## src/rtl/fwd_hazard_unit_pkg.sv

```systemverilog
// Shared constants and types for the Y86 decode-stage forwarding/hazard unit.
package fwd_hazard_unit_pkg;

    localparam int unsigned WORD_W = 32;
    localparam int unsigned BYTE_W = 8;

    localparam logic [BYTE_W-1:0] RNONE_ID = 8'hF;

    // icodes the upstream stages decode into E_is_load
    localparam logic [3:0] I_MRMOVL = 4'h5;
    localparam logic [3:0] I_POPL   = 4'hB;
    localparam logic [3:0] I_RET    = 4'h9;
    localparam logic [3:0] I_JXX    = 4'h7;

    typedef enum logic [1:0] {
        ST_IDLE = 2'd0,
        ST_R1   = 2'd1,
        ST_R2   = 2'd2,
        ST_R3   = 2'd3
    } ret_state_e;

    function automatic logic is_load_icode(input logic [3:0] icode);
        return (icode == I_MRMOVL) || (icode == I_POPL);
    endfunction

endpackage

```

## src/rtl/fwd_hazard_unit_if.sv

```systemverilog
// Pipeline-side bundle: forwarding taps, hazard inputs, control and counter outputs.
interface fwd_hazard_unit_if #(
    parameter int unsigned DATA_W  = fwd_hazard_unit_pkg::WORD_W,
    parameter int unsigned REG_W   = fwd_hazard_unit_pkg::BYTE_W,
    parameter int unsigned NUM_SRC = 2,
    parameter int unsigned CNT_W   = 16
) ();
    logic [NUM_SRC*REG_W-1:0]  d_src;
    logic [NUM_SRC*DATA_W-1:0] d_rval;
    logic [REG_W-1:0]          e_dstE, M_dstM, M_dstE, W_dstM, W_dstE, E_dstM;
    logic [DATA_W-1:0]         e_valE, m_valM, M_valE, W_valM, W_valE;
    logic                      E_is_load, D_is_ret, mispredict, clr_cnt;
    logic [NUM_SRC*DATA_W-1:0] d_val;
    logic                      F_stall, D_stall, D_bubble, E_bubble;
    logic [CNT_W-1:0]          fwd_cnt, stall_cnt;

    modport master (
        output d_src, d_rval, e_dstE, e_valE, M_dstM, m_valM, M_dstE, M_valE,
               W_dstM, W_valM, W_dstE, W_valE, E_dstM, E_is_load, D_is_ret,
               mispredict, clr_cnt,
        input  d_val, F_stall, D_stall, D_bubble, E_bubble, fwd_cnt, stall_cnt
    );

    modport slave (
        input  d_src, d_rval, e_dstE, e_valE, M_dstM, m_valM, M_dstE, M_valE,
               W_dstM, W_valM, W_dstE, W_valE, E_dstM, E_is_load, D_is_ret,
               mispredict, clr_cnt,
        output d_val, F_stall, D_stall, D_bubble, E_bubble, fwd_cnt, stall_cnt
    );
endinterface

```

## src/rtl/fwd_hazard_unit_fwd_mux.sv

```systemverilog
// Per-operand 5-tap priority forwarding select; tap 0 has the highest priority.
module fwd_mux
    import fwd_hazard_unit_pkg::*;
#(
    parameter int unsigned      DATA_W = WORD_W,
    parameter int unsigned      REG_W  = BYTE_W,
    parameter logic [REG_W-1:0] RNONE  = REG_W'(RNONE_ID)
) (
    input  logic [REG_W-1:0]       src_i,
    input  logic [DATA_W-1:0]      rval_i,
    input  logic [4:0][REG_W-1:0]  tap_dst_i,
    input  logic [4:0][DATA_W-1:0] tap_val_i,
    output logic [DATA_W-1:0]      val_o,
    output logic                   hit_o
);

    // A tap with dst==RNONE can never match because src==RNONE is excluded first.
    always_comb begin
        val_o = rval_i;
        hit_o = 1'b0;
        if (src_i != RNONE) begin
            for (int unsigned t = 0; t < 5; t++) begin
                if (!hit_o && (tap_dst_i[t] == src_i)) begin
                    val_o = tap_val_i[t];
                    hit_o = 1'b1;
                end
            end
        end
    end

endmodule

```

## src/rtl/fwd_hazard_unit.sv

```systemverilog
// Decode-stage operand forwarding, load/use and ret hazard control, mispredict squash,
// plus saturating forward/stall cycle counters.
module fwd_hazard_unit
    import fwd_hazard_unit_pkg::*;
#(
    parameter int unsigned      DATA_W  = WORD_W,
    parameter int unsigned      REG_W   = BYTE_W,
    parameter int unsigned      NUM_SRC = 2,
    parameter logic [REG_W-1:0] RNONE   = REG_W'(RNONE_ID),
    parameter int unsigned      CNT_W   = 16
) (
    input  logic             clk,
    input  logic             rst,
    fwd_hazard_unit_if.slave bus
);

    logic [4:0][REG_W-1:0]  tap_dst;
    logic [4:0][DATA_W-1:0] tap_val;
    logic [DATA_W-1:0]      val_w [NUM_SRC];
    logic [NUM_SRC-1:0]     hit;

    assign tap_dst = {bus.W_dstE, bus.W_dstM, bus.M_dstE, bus.M_dstM, bus.e_dstE};
    assign tap_val = {bus.W_valE, bus.W_valM, bus.M_valE, bus.m_valM, bus.e_valE};

    for (genvar g = 0; g < NUM_SRC; g++) begin : g_port
        fwd_mux #(
            .DATA_W (DATA_W),
            .REG_W  (REG_W),
            .RNONE  (RNONE)
        ) u_mux (
            .src_i     (bus.d_src[g*REG_W +: REG_W]),
            .rval_i    (bus.d_rval[g*DATA_W +: DATA_W]),
            .tap_dst_i (tap_dst),
            .tap_val_i (tap_val),
            .val_o     (val_w[g]),
            .hit_o     (hit[g])
        );
    end

    always_comb begin
        bus.d_val = '0;
        for (int unsigned p = 0; p < NUM_SRC; p++) begin
            bus.d_val[p*DATA_W +: DATA_W] = val_w[p];
        end
    end

    logic lu;

    always_comb begin
        lu = 1'b0;
        for (int unsigned p = 0; p < NUM_SRC; p++) begin
            if (bus.E_is_load && (bus.E_dstM != RNONE) &&
                (bus.d_src[p*REG_W +: REG_W] != RNONE) &&
                (bus.d_src[p*REG_W +: REG_W] == bus.E_dstM)) begin
                lu = 1'b1;
            end
        end
    end

    ret_state_e state_q, state_d;
    logic       f_stall, d_stall, d_bubble, e_bubble;

    // Priority: mispredict squash, then load/use (FSM frozen), then ret sequencing.
    always_comb begin
        state_d  = state_q;
        f_stall  = 1'b0;
        d_stall  = 1'b0;
        d_bubble = 1'b0;
        e_bubble = 1'b0;
        if (bus.mispredict) begin
            d_bubble = 1'b1;
            e_bubble = 1'b1;
            state_d  = ST_IDLE;
        end else if (lu) begin
            f_stall  = 1'b1;
            d_stall  = 1'b1;
            e_bubble = 1'b1;
        end else begin
            unique case (state_q)
                ST_IDLE: begin
                    if (bus.D_is_ret) begin
                        f_stall  = 1'b1;
                        d_bubble = 1'b1;
                        state_d  = ST_R1;
                    end
                end
                ST_R1: begin
                    f_stall  = 1'b1;
                    d_bubble = 1'b1;
                    state_d  = ST_R2;
                end
                ST_R2: begin
                    f_stall  = 1'b1;
                    d_bubble = 1'b1;
                    state_d  = ST_R3;
                end
                ST_R3: begin
                    f_stall  = 1'b1;
                    d_bubble = 1'b1;
                    state_d  = ST_IDLE;
                end
                default: state_d = ST_IDLE;
            endcase
        end
    end

    assign bus.F_stall  = f_stall;
    assign bus.D_stall  = d_stall;
    assign bus.D_bubble = d_bubble;
    assign bus.E_bubble = e_bubble;

    logic [CNT_W-1:0] fwd_cnt_q, fwd_cnt_d, stall_cnt_q, stall_cnt_d;

    always_comb begin
        fwd_cnt_d   = fwd_cnt_q;
        stall_cnt_d = stall_cnt_q;
        if (bus.clr_cnt) begin
            fwd_cnt_d   = '0;
            stall_cnt_d = '0;
        end else begin
            if ((|hit) && (fwd_cnt_q != '1)) begin
                fwd_cnt_d = fwd_cnt_q + CNT_W'(1);
            end
            if (f_stall && (stall_cnt_q != '1)) begin
                stall_cnt_d = stall_cnt_q + CNT_W'(1);
            end
        end
    end

    always_ff @(posedge clk or negedge rst) begin
        if (!rst) begin
            state_q     <= ST_IDLE;
            fwd_cnt_q   <= '0;
            stall_cnt_q <= '0;
        end else begin
            state_q     <= state_d;
            fwd_cnt_q   <= fwd_cnt_d;
            stall_cnt_q <= stall_cnt_d;
        end
    end

    assign bus.fwd_cnt   = fwd_cnt_q;
    assign bus.stall_cnt = stall_cnt_q;

endmodule

```

## src/flat_wrapper.sv

```systemverilog
// flat-port wrapper written by rule: the top's interface ports become plain ports
module fwd_hazard_unit_flat import fwd_hazard_unit_pkg::*;
#(
    parameter int unsigned      DATA_W  = WORD_W,
    parameter int unsigned      REG_W   = BYTE_W,
    parameter int unsigned      NUM_SRC = 2,
    parameter logic [REG_W-1:0] RNONE   = REG_W'(RNONE_ID),
    parameter int unsigned      CNT_W   = 16
)
  (clk, rst, bus_d_src, bus_d_rval, bus_e_dstE, bus_e_valE, bus_M_dstM, bus_m_valM, bus_M_dstE, bus_M_valE, bus_W_dstM, bus_W_valM, bus_W_dstE, bus_W_valE, bus_E_dstM, bus_E_is_load, bus_D_is_ret, bus_mispredict, bus_clr_cnt, bus_d_val, bus_F_stall, bus_D_stall, bus_D_bubble, bus_E_bubble, bus_fwd_cnt, bus_stall_cnt);
  fwd_hazard_unit_if #(.DATA_W(DATA_W), .REG_W(REG_W), .NUM_SRC(NUM_SRC), .CNT_W(CNT_W)) bus_i ();
  input  logic clk;
  input  logic rst;
  input wire logic [$bits(bus_i.d_src)-1:0] bus_d_src;
  input wire logic [$bits(bus_i.d_rval)-1:0] bus_d_rval;
  input wire logic [$bits(bus_i.e_dstE)-1:0] bus_e_dstE;
  input wire logic [$bits(bus_i.e_valE)-1:0] bus_e_valE;
  input wire logic [$bits(bus_i.M_dstM)-1:0] bus_M_dstM;
  input wire logic [$bits(bus_i.m_valM)-1:0] bus_m_valM;
  input wire logic [$bits(bus_i.M_dstE)-1:0] bus_M_dstE;
  input wire logic [$bits(bus_i.M_valE)-1:0] bus_M_valE;
  input wire logic [$bits(bus_i.W_dstM)-1:0] bus_W_dstM;
  input wire logic [$bits(bus_i.W_valM)-1:0] bus_W_valM;
  input wire logic [$bits(bus_i.W_dstE)-1:0] bus_W_dstE;
  input wire logic [$bits(bus_i.W_valE)-1:0] bus_W_valE;
  input wire logic [$bits(bus_i.E_dstM)-1:0] bus_E_dstM;
  input wire logic [$bits(bus_i.E_is_load)-1:0] bus_E_is_load;
  input wire logic [$bits(bus_i.D_is_ret)-1:0] bus_D_is_ret;
  input wire logic [$bits(bus_i.mispredict)-1:0] bus_mispredict;
  input wire logic [$bits(bus_i.clr_cnt)-1:0] bus_clr_cnt;
  output wire logic [$bits(bus_i.d_val)-1:0] bus_d_val;
  output wire logic [$bits(bus_i.F_stall)-1:0] bus_F_stall;
  output wire logic [$bits(bus_i.D_stall)-1:0] bus_D_stall;
  output wire logic [$bits(bus_i.D_bubble)-1:0] bus_D_bubble;
  output wire logic [$bits(bus_i.E_bubble)-1:0] bus_E_bubble;
  output wire logic [$bits(bus_i.fwd_cnt)-1:0] bus_fwd_cnt;
  output wire logic [$bits(bus_i.stall_cnt)-1:0] bus_stall_cnt;
  assign bus_i.d_src = bus_d_src;
  assign bus_i.d_rval = bus_d_rval;
  assign bus_i.e_dstE = bus_e_dstE;
  assign bus_i.e_valE = bus_e_valE;
  assign bus_i.M_dstM = bus_M_dstM;
  assign bus_i.m_valM = bus_m_valM;
  assign bus_i.M_dstE = bus_M_dstE;
  assign bus_i.M_valE = bus_M_valE;
  assign bus_i.W_dstM = bus_W_dstM;
  assign bus_i.W_valM = bus_W_valM;
  assign bus_i.W_dstE = bus_W_dstE;
  assign bus_i.W_valE = bus_W_valE;
  assign bus_i.E_dstM = bus_E_dstM;
  assign bus_i.E_is_load = bus_E_is_load;
  assign bus_i.D_is_ret = bus_D_is_ret;
  assign bus_i.mispredict = bus_mispredict;
  assign bus_i.clr_cnt = bus_clr_cnt;
  assign bus_d_val = bus_i.d_val;
  assign bus_F_stall = bus_i.F_stall;
  assign bus_D_stall = bus_i.D_stall;
  assign bus_D_bubble = bus_i.D_bubble;
  assign bus_E_bubble = bus_i.E_bubble;
  assign bus_fwd_cnt = bus_i.fwd_cnt;
  assign bus_stall_cnt = bus_i.stall_cnt;
  fwd_hazard_unit #(.DATA_W(DATA_W), .REG_W(REG_W), .NUM_SRC(NUM_SRC), .RNONE(RNONE), .CNT_W(CNT_W)) u_core (.clk(clk), .rst(rst), .bus(bus_i));
endmodule
```

## config.mk

```make
export PLATFORM = sky130hd
export DESIGN_NAME = fwd_hazard_unit_flat
export DESIGN_NICKNAME = d
export VERILOG_FILES = /design/src/rtl/fwd_hazard_unit_pkg.sv /design/src/rtl/fwd_hazard_unit_if.sv /design/src/rtl/fwd_hazard_unit_fwd_mux.sv /design/src/rtl/fwd_hazard_unit.sv /design/src/flat_wrapper.sv
export SDC_FILE = /design/constraint.sdc
export NUM_CORES = 1
export LEC_CHECK = 0
export ABC_AREA = 0
export CORE_AREA = 10 10 146 148
export DETAILED_ROUTE_END_ITERATION = 10
export DIE_AREA = 0 0 156 158
export GPL_ROUTABILITY_DRIVEN = 0
export PLACE_DENSITY_LB_ADDON = 0.08
export REMOVE_ABC_BUFFERS = 1
export SYNTH_ARGS = -nofsm -noshare
export SYNTH_HDL_FRONTEND = slang
export SYNTH_SLANG_ARGS = --single-unit
```

## constraint.sdc

```tcl
create_clock -name clk -period 4.51 [get_ports clk]
set_input_delay 0.902 -clock clk [delete_from_list [all_inputs] [get_ports clk]]
set_output_delay 0.902 -clock clk [all_outputs]
set_load 0.05 [all_outputs]
```

### Word-level counts from Yosys, hierarchy flattened

Cells that the tools add are included.

* input port bits: 294
* register bits after elaboration: 34
* output and inout bits: 100
* logic and storage cells: 107

* reduce and logical (&&, ||, !) cells: 29
* add/sub/neg operators: 2
* multiplexer cells: 51
* equal/unequal tests: 22

Operators by type and width (count)
* 32-bit two-way mux: 12
* 8-bit == test: 12
* 16-bit two-way mux: 4
* 16-bit by 1-bit adder with 16-bit output (second input constant): 2
* 16-bit inequality test (second input constant): 2
* 1-bit two-way mux: 30
* 8-bit by 4-bit inequality test with 1-bit output (second input constant): 3
* 1-bit logical AND: 15
* 1-bit logical NOT: 8
* 2-bit one-hot mux with 4 select lines: 1
* 2-bit two-way mux: 3
* 2-bit == test (second input constant): 2
* 2-bit nonzero test: 2
* 3-bit inequality test (second input constant): 1
* 3-bit OR reduction: 1
* 2-bit by 1-bit == test with 1-bit output (second input constant): 1
* 2-bit logical NOT: 1
* 2-bit inequality test (second input constant): 1
* 1-bit one-hot mux with 2 select lines: 1
* 2-bit AND reduction: 1
* 2-bit OR reduction: 1

### Longest topological paths before layout

Gate-level depths: netlist of the first run.

* depth after elaboration: 23
* mapped depth: 12
* depth with buffers taken out: 9

### Hierarchy

From an unflattened synthesis of the first run, not the netlist that was laid out.

* cell total of the unflattened synthesis: 1011
* area total of the unflattened synthesis: 7393.3 µm²

By module, submodules not included
* fwd_mux: area an instance 2603.7 µm², seq. area each 0.0 µm², instances 2, cells an instance 387
* fwd_hazard_unit: area an instance 2185.8 µm², seq. area each 850.8 µm², instances 1, cells an instance 237

### Least setup slack after synthesis of the first run

No wires, ideal clock.

* path type: input -> output
* from: in bus_d_src[11]
* to: out bus_d_val[62]
* path buffers: 3
* stages: 11
* data required time: 3608 ps
* path slack: -76 ps
* arrival time: 3684 ps
* cell sequence: buf_2 > xor2_1 > nor4_1 > nand2_1 > buf_2 > buf_2 > nand3_1 > o221ai_1 > a21oi_1 > a211oi_1 > o31ai_1

* word-level cells in the longest chain between the ends: 19
* elaborated cells on any way between the ends: 28
* those cells by class: 6 x eq/ne; 14 x mux; 8 x reduce/logical

Ends and longest elaborated chain
* start: declaration: RTL line flat_wrapper.sv:14 `input wire logic [$bits(bus_i.d_src)-1:0] bus_d_src;`
* 8-bit == test: RTL line fwd_hazard_unit_fwd_mux.sv:23 `if (!hit_o && (tap_dst_i[t] == src_i)) begin`
* 1-bit two-way mux: RTL line fwd_hazard_unit_fwd_mux.sv:23
* 1-bit two-way mux: RTL line fwd_hazard_unit_fwd_mux.sv:21 `if (src_i != RNONE) begin`
* 1-bit logical NOT: RTL line fwd_hazard_unit_fwd_mux.sv:23
* 1-bit logical AND: RTL line fwd_hazard_unit_fwd_mux.sv:23
* 1-bit two-way mux: RTL line fwd_hazard_unit_fwd_mux.sv:23
* 1-bit two-way mux: RTL line fwd_hazard_unit_fwd_mux.sv:21
* 1-bit logical NOT: RTL line fwd_hazard_unit_fwd_mux.sv:23
* [3 not listed]
* 1-bit logical NOT: RTL line fwd_hazard_unit_fwd_mux.sv:23
* 1-bit logical AND: RTL line fwd_hazard_unit_fwd_mux.sv:23
* 1-bit two-way mux: RTL line fwd_hazard_unit_fwd_mux.sv:23
* 1-bit two-way mux: RTL line fwd_hazard_unit_fwd_mux.sv:21
* 1-bit logical NOT: RTL line fwd_hazard_unit_fwd_mux.sv:23
* 1-bit logical AND: RTL line fwd_hazard_unit_fwd_mux.sv:23
* 32-bit two-way mux: RTL line fwd_hazard_unit_fwd_mux.sv:23
* 32-bit two-way mux *: RTL line fwd_hazard_unit_fwd_mux.sv:21
* end: declaration: RTL line flat_wrapper.sv:31 `output wire logic [$bits(bus_i.d_val)-1:0] bus_d_val;`

Every way passes the cells marked *; elsewhere a longest branch is shown, timed or not. The select of a mux whose other input is x is not followed.

### Worst setup path in the final report of the first run

* from: in bus_d_src[11]
* to: out bus_d_val[55]

The elaborated chain is that of the path after synthesis.

==> results.ini, run 1 <==
[status]
status=finished, final reports clean

[timing]
grt_setup_unrepaired=true
slew_viol_final=0
maxSlewHeadroom_pct=46.83
hold_viol_final=0
hold_slack_ns=0.5594
finalCriticalPeriod_ns=4.428
period_share_pct=98.19
timing.fmax_mhz=225.8
setup_viol=0
tightest_slew_ns=0.7950
clock_skew_ns=0.003711

[worst_setup_path]
crit_required_ns=3.61
cp-end-kind=primary output
worst-r2r-setup-slack_ns=1.73
cp_max_fo=16
crit_arrival_ns=3.53
path_class=input port to primary output
path_buf_inv=5
slowest_delay_ns=0.51
reg2reg_from=u_core.bus.stall_cnt[0]
r2r-end=u_core.bus.stall_cnt[9]
start_kind=input port
reg2reg_depth=9
cpMostUsedCell=buf_4
crit_family=buffers and inverters
critPathSlowestCell=clkdlybuf4s50_1
crit_chain=clkdlybuf4s50_1 -> buf_4 -> xor2_1 -> nor4_1 -> nand2_2 -> nand3_1 -> nor4_4 -> buf_4 -> buf_4 -> and3_1 -> a221o_1 -> buf_12

[yosys]
ys_ff_latch=34
synth_area_sq_um=6774
synthFlopType=dfrtp_1
synthArstFlopShare_pct=100.0
ys_warn_count=0
syn_inst=974
synth-seq-area-share_pct=12.56
synth_edf_count=0
syn_area_per_cell_sq_um=6.955
yosysUniqueCellTypes=49

[floorplanning]
initial_core_util_pct=36.71
ios=394
die_w_um=156
rows=50
dieArea_sq_um=24650
core_region_area_sq_um=18460
die_h_um=158

[global_routing]
gr-total-overflow=0
grt_util_all_layers_pct=29.30
grt_pass1_vias=9387
grt_pass1_wl_um=57060
grt_max_degree=66
antenna_found_initial=16

[detailed_routing]
first_pass_iters=8
drcViolationCount=0
via_per_inst=5.892
ant_nets=0
wl_um=38860
wl_per_cell_um=24.17
dr_total_vias=9474
drt_iter0_drc=657

[worst_hold_path]
min_path_cells=2
whs_endpoint=u_core.state_q[1]
min-delay-start=u_core.state_q[1]
hold_path_class=flip-flop to flip-flop

[power_and_ir_drop]
power.internal_mw=1.131
p_seq_share_pct=18.3
ir_worst_vdd_mv=0.2243
p_per_area_nw_per_um2=149.8
power_frac_comb_pct=60.1
p_leak_nw=5.072
clockPowerShare_pct=21.7
p_switching_uw=667.2
netSwitchingFraction_pct=37.10

[clock_tree]
clock-sinks=34
clkTransAtPathRegs_ns=0.05
cts_max_path_buffers=2
insertion_delay_ns=0.28
htreeDepth=2
cts_hold_buf=0
cts-root-buf=clkbuf_16
numCtsBuffers=5
cts_tree=yes

[cells_and_area]
syn_to_final_growth_pct=77.23
fin_util_pct=65.05
drive_above_1_share_pct=14.30
layout_common_cells=clkdlybuf4s50_1 (316), nor2_1 (118), buf_4 (99), nand3_1 (81), a21oi_1 (74)
layout_commonest_cell=clkdlybuf4s50_1
nets=1662

[placed_design]
port_buffers=393
hpwl_um=30110

[flow_run]
cap_violations=0

[timing repair]
item	in CTS	in global routing
setup endpoints to repair	3	64
pin swaps	2	12
cloned	0	2
setup buffers	1	7
resized for setup	2	25
[power groups by stage]
stage	sequential [mW]	combinational [mW]	clock [mW]
2_1_floorplan	0.347	0.448	0
3_3_place_gp	0.333	1.05	0
3_5_place_dp	0.333	1.06	0
4_1_cts	0.328	1.07	0.395
5_1_grt	0.330	1.15	0.410
6_report	0.328	1.08	0.390
[how the worst max path moves through the flow]
stage,startpoint,to,depth (start not counted)
CTS,bus_d_src[14],bus_d_val[41],11
detailed placement,bus_d_src[13],bus_d_val[60],11
finish,bus_d_src[11],bus_d_val[55],12
floorplan,bus_M_dstM[6],bus_d_val[27],8
global route,bus_d_src[8],bus_d_val[55],12
global placement,bus_d_src[13],bus_d_val[60],11
[sequential cells by signal, summed over array words and instances (netlist names)]
register and count:
u_core.bus.fwd_cnt 16, u_core.bus.stall_cnt 16, u_core.state_q 2
[cells in the mapped netlist, types with 8 or more instances]
master      n  share of area (%)
nor2_1    122                6.8
nand3_1    82                6.1
a21oi_1    74                5.5
nand2_1    72                4.0
a211oi_1   67                7.4
mux2i_1    59                8.7
xor2_1     57                7.4
xnor2_1    55                7.1
clkbuf_1   51                2.8
dfrtp_1    34                 13
a211o_1    30                3.9
o211ai_1   30                3.3
and3_1     29                2.7
buf_2      29                2.1
a221o_1    20                3.0
nand4_1    18                1.7
nor4_1     16                1.5
o21ai_0    15                1.1
or3_1      10               0.92
a21o_1      9                1.0
buf_1       9               0.50
inv_1       8               0.44
o31ai_1     8               0.89
[worst reg2reg max path, delay by kind of cell (launching register included)]
kind	cells	cell delay, ns
simple gates	6	1.32
compound gates	1	0.38
mux	1	0.31
fa+ha+maj	1	0.23
flops	1	0.42
[per-layer routing]
metal  vias up  share of wire, %  routed length (um)  track usage [%]
met2       577                48               18630            50.05
met1      4408                38               14590            33.75
met4        12               3.0                1162            10.34
met5         -              0.20                  76                0
li1       4392                 -                   -                -
met3        85                11                4403            9.281
[cells by family after synthesis]
kind of cell             share of synthesized area (%)
XOR/XNOR                                         14.48
buffers and inverters                            6.520
AND/OR/NAND/NOR                                  27.85
multiplexers                                     9.106
flip-flops                                       12.56
adder cells (fa/ha/maj)                         0.9235
AO/OA/AOI/OAI                                    28.56
[per-stage QoR]
step           std cells  setup TNS (ns)  power (mW)  setup WS (ns)  instance area, sq um
2_1_floorplan        881         -106.22      0.7956         -2.164                  6362
3_3_place_gp        1580        -0.03927       1.387       -0.03927                 11590
3_5_place_dp        1580        -0.05962       1.398       -0.04848                 11590
4_1_cts             1589               0       1.795      0.0003777                 11780
5_1_grt             1608         -0.2222       1.885       -0.03543                 12010
6_report            1608               0       1.798        0.08156                 12010
[area by class of cell]
cell class / count / area [sq um]
tap: 234 / 292.8
clock buffer: 5 / 125.1
fill: 1647 / 6450
inverter: 8 / 30.03
sequential: 34 / 850.8
timing repair buffer: 475 / 5041
antenna: 10 / 25.02
clock inverter: 3 / 45.04
multi-input combinational: 839 / 5595
No activity file was read; power rests on OpenSTA's default activity.
==> run 2, diff against run 1 <==
- CORE_AREA: 10 10 146 148 -> unset
- CORE_MARGIN: unset -> 10
- CORE_UTILIZATION: unset -> 30
- DIE_AREA: 0 0 156 158 -> unset
- clock period: 4.51 -> 5 ns (I/O delays scaled with it)
==> run 2 against run 1 <==
- first-iteration DRC count increased by 27%
- die area increased by 18%
- hold slack improved by 0.0079 ns
- final cell count increased by 0.87%
- clock-buffer cell count increased by 1
- clock power increased by 7.9%
- worst setup slack improved by 0.090 ns
==> results.ini, run 2 (synthesis results as in run 1) <==
[timing]
fin_ws_ns=0.1718
period_share_pct=96.56
slew_viol_final=0
timing.fmax_mhz=207.1
finalCriticalPeriod_ns=4.828
setup_viol=0
hold_slack_ns=0.5672
tightest_slew_ns=0.7879
grt_setup_unrepaired=false
hold_viol_final=0
maxSlewHeadroom_pct=46.64
clock_skew_ns=0.005016

[cells_and_area]
nets=1631
syn_to_final_growth_pct=73.16
final_cell_count_no_fill=1622
layout_commonest_cell=clkdlybuf4s50_1
layout_common_cells=clkdlybuf4s50_1 (323), nor2_1 (118), nand3_1 (82), a21oi_1 (74), buf_4 (72)
design_area_sq_um=11730
fin_util_pct=53.25
drive_above_1_share_pct=11.55

[detailed_routing]
via_per_inst=5.718
wl_um=40460
drcViolationCount=0
ant_nets=0
drt_iter0_drc=835
wl_per_cell_um=24.94
dr_total_vias=9275
first_pass_iters=7

[worst_setup_path]
cp-end-kind=primary output
cp_max_fo=28
crit_family=buffers and inverters
slowest_delay_ns=0.68
cpMostUsedCell=buf_12
start_kind=input port
cp_num_cells=11
path_buf_inv=4
crit_required_ns=4.00
crit_arrival_ns=3.83
critPathSlowestCell=clkdlybuf4s50_1
path_class=input port to primary output
reg2reg_depth=9
crit_chain=clkdlybuf4s50_1 -> xor2_1 -> nor4_1 -> nand2_2 -> nand3_1 -> nor4_4 -> buf_4 -> nor2_4 -> buf_12 -> a221o_1 -> buf_12

[floorplanning]
core_region_area_sq_um=22030
rows=54
die_h_um=170.3
die_w_um=170.3
initial_core_util_pct=30.75
dieArea_sq_um=28990
ios=394

[placed_design]
port_buffers=393
place_area_sq_um=11490
hpwl_um=31910
dp_worst_setup_slack_ns=0.1205
dpl.cell_count=1605

[flow_run]
cap_violations=0

[clock_tree]
numCtsBuffers=5
postCtsSetupRepairBufs=0
clkTransAtPathRegs_ns=0.06
cts-root-buf=clkbuf_16
cts_tree=yes
clock-sinks=34
insertion_delay_ns=0.29
cts_hold_buf=0
htreeDepth=2
cts_max_path_buffers=2

[status]
status=finished, final reports clean

[global_routing]
grt_pass1_vias=9274
gr-total-overflow=0
grtUsageMet2_pct=45.27
antenna_found_initial=9
grt_max_degree=57
met3_usage_pct=9.093
grt_util_all_layers_pct=26.48
grt_util_met1_pct=30.53
top_usage_layer=met2
grt_pass1_wl_um=59970

[worst_hold_path]
min_path_cells=2
hold_path_class=flip-flop to flip-flop

[power_and_ir_drop]
p_per_area_nw_per_um2=143.1
p_leak_nw=4.851
ir_worst_vdd_mv=0.1328

## run 2: cell count changes in the layout (fill, tap and decap cells not counted), moves of 2 or more
cell	previous run	this run
a211oi_1	64	67
a211oi_2	4	1
buf_4	99	72
clkbuf_16	7	5
clkdlybuf4s50_1	316	323
clkinvlp_4	2	0
dlymetal6s2s_1	9	2
nor4_1	10	15
nor4_2	6	1
o21ai_0	12	15
o21ai_1	3	0
## run 2: worst register-to-register path, delay by kind of cell, from the launching register on
family / cells / cell delay, ns
compound gates: 1 / 0.37
fa+ha+maj: 1 / 0.23
flops: 1 / 0.42
mux: 1 / 0.30
simple gates: 6 / 1.32
## run 2: path summary, 6_finish.rpt
check	slack (ns)	start	end
worst min register to register	0.57	u_core.bus.stall_cnt[10]	u_core.bus.stall_cnt[10]
max in group asynchronous	3.55	rst	u_core.bus.stall_cnt[13]
worst max-delay path	0.17	bus_d_src[13]	bus_d_val[56]
min in group asynchronous	1.13	rst	u_core.bus.fwd_cnt[9]
worst max register to register	2.25	u_core.bus.stall_cnt[0]	u_core.bus.stall_cnt[9]
worst min-delay path	0.57	u_core.bus.stall_cnt[10]	u_core.bus.stall_cnt[10]
## run 2: timing repair
item	in CTS	in global routing
endpoints found under the setup margin	0	15
gates resized for setup	0	4
hold endpoints to repair	0	0
## run 2: through the flow
step / power [mW] / setup TNS [ns]
floorplan: 0.7177 / -87.41
global placement: 1.250 / 0
detailed placement: 1.255 / 0
CTS: 1.683 / 0
global route: 1.754 / 0
finish: 1.678 / 0
## run 2: where the power goes
part	total (mW)	leakage [nW]	internal [mW]	switching (mW)
registers	0.296	0.472	0.286	0.00937
clock network	0.421	0.0971	0.299	0.121
logic	0.962	4.28	0.486	0.475
## run 2: area by class of cell
type / instances / area, sq um
diodes: 9 / 22.52
clock buffers: 6 / 138.9
clock inverters: 2 / 60.06
fillers: 2117 / 10300
inverters: 8 / 30.03
multi-input cells: 839 / 5538
flip-flops and latches: 34 / 850.8
well taps: 280 / 350.3
repair buffers: 444 / 4740
## run 2: per-layer routing
metal / vias to the layer above / routed length (um)
met5: - / 0
met4: 0 / 1039
met3: 65 / 4544
met2: 533 / 19390
met1: 4343 / 15490
li1: 4334 / -
==> run 3, diff against run 2 <==
- HOLD_SLACK_MARGIN: unset -> 0.15
==> results of run 3 <==
Same layout as run 2: the final DEF is identical, and so are final timing and power.
